File: src/rtl/conv_mac_stream_if.sv
// Purpose: tap-input and result-output handshake bundle for conv_mac_stream.
// Ports (signals):
//   in_valid/in_ready   tap handshake; signal (unsigned), weight (signed), bias (signed)
//   out_valid/out_ready result handshake; convout (signed), out_sat (clip flag)
// Modports: master = tap producer / result consumer, slave = conv_mac_stream.
interface conv_mac_stream_if #(
  parameter int unsigned DATA_W = 8,
  parameter int unsigned BIAS_W = 8,
  parameter int unsigned OUT_W  = 8
);
  logic              in_valid;
  logic              in_ready;
  logic [DATA_W-1:0] signal;
  logic [DATA_W-1:0] weight;
  logic [BIAS_W-1:0] bias;
  logic              out_valid;
  logic              out_ready;
  logic [OUT_W-1:0]  convout;
  logic              out_sat;

  modport master (
    output in_valid, signal, weight, bias, out_ready,
    input  in_ready, out_valid, convout, out_sat
  );

  modport slave (
    input  in_valid, signal, weight, bias, out_ready,
    output in_ready, out_valid, convout, out_sat
  );
endinterface

File: src/rtl/conv_mac_stream.sv
// Purpose: streaming convolution PE. Accumulates KSIZE signal*weight taps per
//   window, adds bias <<< BIAS_SHIFT, shifts right by OUT_SHIFT and saturates to
//   OUT_W signed. A one-entry output register lets the next window accumulate
//   while a result waits for the consumer.
// Ports:
//   clk, reset (async active-high), flush (sync window abort)
//   busy  : window in progress, FINAL pending or result held
//   bus   : conv_mac_stream_if.slave (tap input / result output handshakes)
// Configuration: define CONV_ROUND_EN for round-half-up before the final shift;
//   default build truncates toward -inf.
module conv_mac_stream #(
  parameter int unsigned DATA_W     = 8,
  parameter int unsigned BIAS_W     = 8,
  parameter int unsigned KSIZE      = 9,
  parameter int unsigned ACC_W      = 24,
  parameter int unsigned BIAS_SHIFT = 6,
  parameter int unsigned OUT_SHIFT  = 9,
  parameter int unsigned OUT_W      = 8
) (
  input  logic clk,
  input  logic reset,
  input  logic flush,
  output logic busy,
  conv_mac_stream_if.slave bus
);

  localparam int unsigned CNT_W = (KSIZE > 1) ? $clog2(KSIZE) : 1;
  localparam int unsigned SUM_W = ACC_W + 1;
  localparam logic [CNT_W-1:0] LAST_TAP = CNT_W'(KSIZE - 1);
  localparam logic signed [SUM_W-1:0] OUT_MAX = SUM_W'((1 << (OUT_W - 1)) - 1);
  localparam logic signed [SUM_W-1:0] OUT_MIN = ~OUT_MAX;
`ifdef CONV_ROUND_EN
  localparam logic signed [SUM_W-1:0] ROUND_ONE = SUM_W'(1) << (OUT_SHIFT - 1);
`endif

  typedef enum logic {S_ACC, S_FINAL} state_e;

  state_e                   state_q, state_d;
  logic [CNT_W-1:0]         tap_cnt_q, tap_cnt_d;
  logic signed [ACC_W-1:0]  acc_q, acc_d;
  logic signed [BIAS_W-1:0] bias_q, bias_d;
  logic                     out_valid_q, out_valid_d;
  logic [OUT_W-1:0]         convout_q, convout_d;
  logic                     out_sat_q, out_sat_d;

  logic signed [ACC_W-1:0]  sig_ext, wt_ext, product;
  logic signed [SUM_W-1:0]  bias_ext, sum, shifted;
  logic [OUT_W-1:0]         res;
  logic                     res_sat;
  logic                     pop;

  // Unsigned activation times signed weight, both widened first so the product is exact mod 2^ACC_W
  assign sig_ext = {{(ACC_W - DATA_W){1'b0}}, bus.signal};
  assign wt_ext  = {{(ACC_W - DATA_W){bus.weight[DATA_W-1]}}, bus.weight};
  assign product = sig_ext * wt_ext;

  // Final sum carries one extra bit so bias/rounding cannot wrap before the shift
  assign bias_ext = {{(SUM_W - BIAS_W){bias_q[BIAS_W-1]}}, bias_q};
`ifdef CONV_ROUND_EN
  assign sum = {acc_q[ACC_W-1], acc_q} + (bias_ext <<< BIAS_SHIFT) + ROUND_ONE;
`else
  assign sum = {acc_q[ACC_W-1], acc_q} + (bias_ext <<< BIAS_SHIFT);
`endif
  assign shifted = sum >>> OUT_SHIFT;

  // Saturate to OUT_W signed
  always_comb begin
    res     = shifted[OUT_W-1:0];
    res_sat = 1'b0;
    if (shifted > OUT_MAX) begin
      res     = {1'b0, {(OUT_W - 1){1'b1}}};
      res_sat = 1'b1;
    end else if (shifted < OUT_MIN) begin
      res     = {1'b1, {(OUT_W - 1){1'b0}}};
      res_sat = 1'b1;
    end
  end

  assign pop = out_valid_q & bus.out_ready;

  // Next-state: accumulate taps, then one FINAL cycle to load the output register
  always_comb begin
    state_d     = state_q;
    tap_cnt_d   = tap_cnt_q;
    acc_d       = acc_q;
    bias_d      = bias_q;
    out_valid_d = out_valid_q & ~pop;
    convout_d   = convout_q;
    out_sat_d   = out_sat_q;

    case (state_q)
      S_ACC: begin
        if (bus.in_valid) begin
          acc_d = (tap_cnt_q == '0) ? product : acc_q + product;
          if (tap_cnt_q == LAST_TAP) begin
            tap_cnt_d = '0;
            bias_d    = bus.bias;
            state_d   = S_FINAL;
          end else begin
            tap_cnt_d = tap_cnt_q + CNT_W'(1);
          end
        end
      end
      S_FINAL: begin
        if (!out_valid_q || bus.out_ready) begin
          convout_d   = res;
          out_sat_d   = res_sat;
          out_valid_d = 1'b1;
          state_d     = S_ACC;
        end
      end
      default: state_d = S_ACC;
    endcase

    // Abort the window; a held result is still delivered, a stalled FINAL is dropped
    if (flush) begin
      tap_cnt_d   = '0;
      acc_d       = '0;
      state_d     = S_ACC;
      out_valid_d = out_valid_q & ~pop;
      convout_d   = convout_q;
      out_sat_d   = out_sat_q;
    end
  end

  always_ff @(posedge clk or posedge reset) begin
    if (reset) begin
      state_q     <= S_ACC;
      tap_cnt_q   <= '0;
      acc_q       <= '0;
      bias_q      <= '0;
      out_valid_q <= 1'b0;
      convout_q   <= '0;
      out_sat_q   <= 1'b0;
    end else begin
      state_q     <= state_d;
      tap_cnt_q   <= tap_cnt_d;
      acc_q       <= acc_d;
      bias_q      <= bias_d;
      out_valid_q <= out_valid_d;
      convout_q   <= convout_d;
      out_sat_q   <= out_sat_d;
    end
  end

  assign bus.in_ready  = (state_q == S_ACC);
  assign bus.out_valid = out_valid_q;
  assign bus.convout   = convout_q;
  assign bus.out_sat   = out_sat_q;
  assign busy          = (tap_cnt_q != '0) | (state_q == S_FINAL) | out_valid_q;

endmodule

File: src/flat_wrapper.sv
// flat-port wrapper written by rule: the top's interface ports become plain ports
module conv_mac_stream_flat 
#(
  parameter int unsigned DATA_W     = 8,
  parameter int unsigned BIAS_W     = 8,
  parameter int unsigned KSIZE      = 9,
  parameter int unsigned ACC_W      = 24,
  parameter int unsigned BIAS_SHIFT = 6,
  parameter int unsigned OUT_SHIFT  = 9,
  parameter int unsigned OUT_W      = 8
)
  (clk, reset, flush, busy, bus_in_valid, bus_signal, bus_weight, bus_bias, bus_out_ready, bus_in_ready, bus_out_valid, bus_convout, bus_out_sat);
  conv_mac_stream_if #(.DATA_W(DATA_W), .BIAS_W(BIAS_W), .OUT_W(OUT_W)) bus_i ();
  input  logic clk;
  input  logic reset;
  input  logic flush;
  output logic busy;
  input wire logic [$bits(bus_i.in_valid)-1:0] bus_in_valid;
  input wire logic [$bits(bus_i.signal)-1:0] bus_signal;
  input wire logic [$bits(bus_i.weight)-1:0] bus_weight;
  input wire logic [$bits(bus_i.bias)-1:0] bus_bias;
  input wire logic [$bits(bus_i.out_ready)-1:0] bus_out_ready;
  output wire logic [$bits(bus_i.in_ready)-1:0] bus_in_ready;
  output wire logic [$bits(bus_i.out_valid)-1:0] bus_out_valid;
  output wire logic [$bits(bus_i.convout)-1:0] bus_convout;
  output wire logic [$bits(bus_i.out_sat)-1:0] bus_out_sat;
  assign bus_i.in_valid = bus_in_valid;
  assign bus_i.signal = bus_signal;
  assign bus_i.weight = bus_weight;
  assign bus_i.bias = bus_bias;
  assign bus_i.out_ready = bus_out_ready;
  assign bus_in_ready = bus_i.in_ready;
  assign bus_out_valid = bus_i.out_valid;
  assign bus_convout = bus_i.convout;
  assign bus_out_sat = bus_i.out_sat;
  conv_mac_stream #(.DATA_W(DATA_W), .BIAS_W(BIAS_W), .KSIZE(KSIZE), .ACC_W(ACC_W), .BIAS_SHIFT(BIAS_SHIFT), .OUT_SHIFT(OUT_SHIFT), .OUT_W(OUT_W)) u_core (.clk(clk), .reset(reset), .flush(flush), .busy(busy), .bus(bus_i));
endmodule
File: config.mk
export PLATFORM = sky130hd
export DESIGN_NAME = conv_mac_stream_flat
export DESIGN_NICKNAME = d
export VERILOG_FILES = /design/src/rtl/conv_mac_stream_if.sv /design/src/rtl/conv_mac_stream.sv /design/src/flat_wrapper.sv
export SDC_FILE = /design/constraint.sdc
export NUM_CORES = 1
export LEC_CHECK = 0
export BUFFER_PORTS_ARGS = -buffer_cell sky130_fd_sc_hd__buf_2
export CAP_MARGIN = 10
export CORE_MARGIN = 1.5
export CORE_UTILIZATION = 35
export CTS_BUF_LIST = sky130_fd_sc_hd__clkbuf_4 sky130_fd_sc_hd__clkbuf_8 sky130_fd_sc_hd__clkbuf_16
export DETAILED_ROUTE_END_ITERATION = 8
export PLACE_DENSITY_LB_ADDON = 0.3
export SYNTH_ARGS = -nofsm -noshare
export SYNTH_HDL_FRONTEND = slang
export SYNTH_SLANG_ARGS = --single-unit
File: constraint.sdc
create_clock -name clk -period 3.85 [get_ports clk]
set_clock_uncertainty 0.1 [all_clocks]
set_input_delay 0.77 -clock clk [delete_from_list [all_inputs] [get_ports clk]]
set_output_delay 0.77 -clock clk [all_outputs]
set_load 0.05 [all_outputs]
==> run summary <==
status: finished, violations left
failing checks: setup timing
final hold vios: 0
dpl hpwl: 10,900 µm
Wirelength per Cell: 13.4 µm
total I/O pin count: 41
sequential element share of the synthesized area: 19.4%
largest net degree at the start of global routing: 48
hold buffers post-CTS: 0
RSZ-0062 raised after global routing: yes
FP Rows: 47
setup TNS: -29.36 ns
Num CTS Buffers: 5
leakage: 4.19 nW
largest cells by area after synthesis: dfrtp_1 19%, ha_1 18%, fa_1 13%, inv_1 4.8%, and2_1 4.6%
Initial Util: 36.1%
max-cap violation count: 0
CP arrival: 6.16 ns
mean post-synth cell area: 8.93 µm²
Rel. slew slack: 32.7%
Buf/Inv on CP: 4
CTS tree: done
crit-path max FO: 4
post-layout min period: 6.08 ns
CP max stage cell: fa_1
most common library cells after synthesis: 86 x ha_1, 77 x inv_1, 57 x nand2_1
clock sinks: 47
initial antenna violation count: 0
H-tree depth: 2
Synth area leader: dfrtp_1
die height: 135 µm
vias per cell: 4.91
combinational power share: 82.8%
max incr delay on CP: 0.51 ns
Non-Filler Instances: 1,069
Worst-Skew Late Latency: 0.29 ns
I/O Buffers: 40
Die X: 135 µm
CP most frequent cell: fa_1
Crit path max-delay family: adder cells
layout cell share with drive strength beyond 1: 37.5%
Clk pwr share: 7.2%
top cell type's share of synthesized area: 19.4%
critical path type: in -> reg
placed instance count: 1,028
Post-synth ARST share: 100%
number of antenna-violating nets in the routed design: 0
Hold WC Path Type: reg -> reg
gr usage total: 15.9%
syn_nets: 831
Worst VDD drop: 0.000579 V
drt pass-1 iters: 4
Root Driver: clkbuf_16
switching portion of total power: 41.9%
Post-Syn Area: 0.00606 mm²
number of synthesis warnings: 0
CP Capture Type: register
worst hold slack: 0.407 ns
PnR worst setup slack: -2.23 ns
power per cell area: 823 mW/mm²
CTS clk-pin slew, worst paths: 0.07 ns
DRC viols: 0
Reg power frac: 10.0%
WP data required: 3.93 ns
Gate Count Post-Synth: 678
GR Overflow Total: 0
CP Launch Type: primary input
EDFF count, synth: 0
NumNets Final: 1,001
most common cell in the netlist: ha_1
Net Switching: 2.94 mW
Iteration-0 DRC Markers: 170
Pins Over Slew Limit: 0
gpl congestion: 0.827
Worst Tran Pin Value: 1.01 ns
aggregate routed wire length: 14,300 µm
endpoints failing setup: 20
Max Fclk: 165 MHz
maximum root-to-sink buffer count: 2
P_int: 4.08 mW
Vias: 5,252
area grow syn2layout: 40.9%
first-pass GRT wire length: 24,000 µm
Fill cells: 1,514
Synth Flop Type: dfrtp_1
n_diodes: 0
CORE AREA: 0.0168 mm²
vias in the first global route: 5,210
Yosys reg bits: 47
post-synth cell types: 60
die area: 0.0181 mm²
Final period util: 158%
-- worst paths after layout --
| path | start | endpoint | slack, ns | cells past startpoint |
|---|---|---|---|---|
| min | u_core.bus.convout[3] | u_core.bus.convout[3] | 0.41 | 1 |
| min in group asynchronous | reset | u_core.tap_cnt_q[2] | 0.61 | 2 |
| max | bus_weight[5] | u_core.acc_q[23] | -2.23 | 25 |
| min reg2reg | u_core.bus.convout[3] | u_core.bus.convout[3] | 0.41 | 1 |
| max reg2reg | u_core.bias_q[7] | u_core.bus.convout[1] | 0.44 | 11 |
| max in group asynchronous | reset | u_core.bus.convout[4] | 2.40 | 2 |
-- layer usage --
layer | GRT usage (%) | routed length (µm) | part of all wire, % | vias to the layer above
met5 | 0 | 0 | 0 | -
met4 | 2.93 | 141 | 0.99 | 0
met3 | 1.43 | 329 | 2.3 | 12
met2 | 27.4 | 6710 | 47 | 74
met1 | 22.0 | 7100 | 50 | 2476
li1 | - | - | - | 2690
-- registers in the layout, summed over array words and instances, names as in the netlist --
signal,count
u_core.acc_q,24
u_core.bias_q,8
u_core.bus.convout,8
u_core.tap_cnt_q,4
u_core.bus.out_sat,1
u_core.bus.out_valid,1
u_core.state_q,1
-- cells by family after synthesis --
logic type / after synthesis / synth area share (%)
buf+inv: 88 / 5.60
simple gates: 212 / 17.9
fa+ha+maj: 124 / 30.3
compound gates: 155 / 18.7
flops: 47 / 19.4
xor+xnor: 40 / 5.79
mux: 12 / 2.25
-- placed cells by master, fill, tap and decap left out, drive strengths merged, types with 4 or more instances in the layout --
| cell | Yosys | final |
|---|---|---|
| and3 | 6 | 6 |
| nor2b | 9 | 9 |
| xnor2 | 19 | 19 |
| inv | 77 | 77 |
| a31oi | 8 | 8 |
| nand2b | 13 | 13 |
| nor4 | 4 | 4 |
| nand2 | 57 | 57 |
| and2 | 45 | 45 |
| a21o | 17 | 17 |
| clkbuf | 9 | 5 |
| a221o | 8 | 8 |
| o21ai | 31 | 31 |
| o21a | 4 | 4 |
| buf | 2 | 174 |
| ha | 86 | 86 |
| xor2 | 21 | 21 |
| o21bai | 7 | 7 |
| nor3 | 11 | 11 |
| or3 | 4 | 4 |
| mux2 | 10 | 10 |
| nor2 | 47 | 47 |
| a22o | 15 | 15 |
| a21oi | 38 | 38 |
| dfrtp | 47 | 47 |
| fa | 38 | 38 |
| a211oi | 6 | 6 |
| nand3 | 7 | 7 |
-- per-stage QoR --
stage               utilization, %  total power, mW  cell area (µm²)  setup slack (ns)
floorplan                        -             3.28             6280             -2.28
global placement              44.6             4.59             7470             -2.50
detailed placement            44.6             4.63             7470             -2.57
CTS                           49.2             6.37             8240             -2.12
global route                  50.9             7.55             8530             -2.44
finish                        50.9             7.02             8530             -2.23
-- cell type report --
| type | instances | area [µm²] | area share [%] |
|---|---|---|---|
| Clock inverter | 3 | 46.3 | 0.543 |
| Inverter | 77 | 298 | 3.49 |
| Multi-Input combinational cell | 543 | 5240 | 61.4 |
| Clock buffer | 5 | 125 | 1.47 |
| Tap cell | 220 | 275 | 3.23 |
| Sequential cell | 47 | 1180 | 13.8 |
| Timing Repair Buffer | 174 | 1370 | 16.1 |
-- what timing repair did --
action | 4_1_cts | 5_1_grt
pin swaps | 33 | 45
resized for setup | 85 | 54
cloned | 0 | 0
endpoints found under the setup margin | 20 | 21
buffers inserted | 31 | 11
-- power groups by stage --
stage | logic (mW) | clock network, mW | registers [mW]
after floorplan | 2.48 | 0 | 0.799
after global placement | 3.89 | 0 | 0.697
after detailed placement | 3.93 | 0 | 0.699
after CTS | 5.16 | 0.513 | 0.698
after global routing | 6.30 | 0.534 | 0.720
final | 5.81 | 0.506 | 0.702
(Power assumes the default switching activity.)
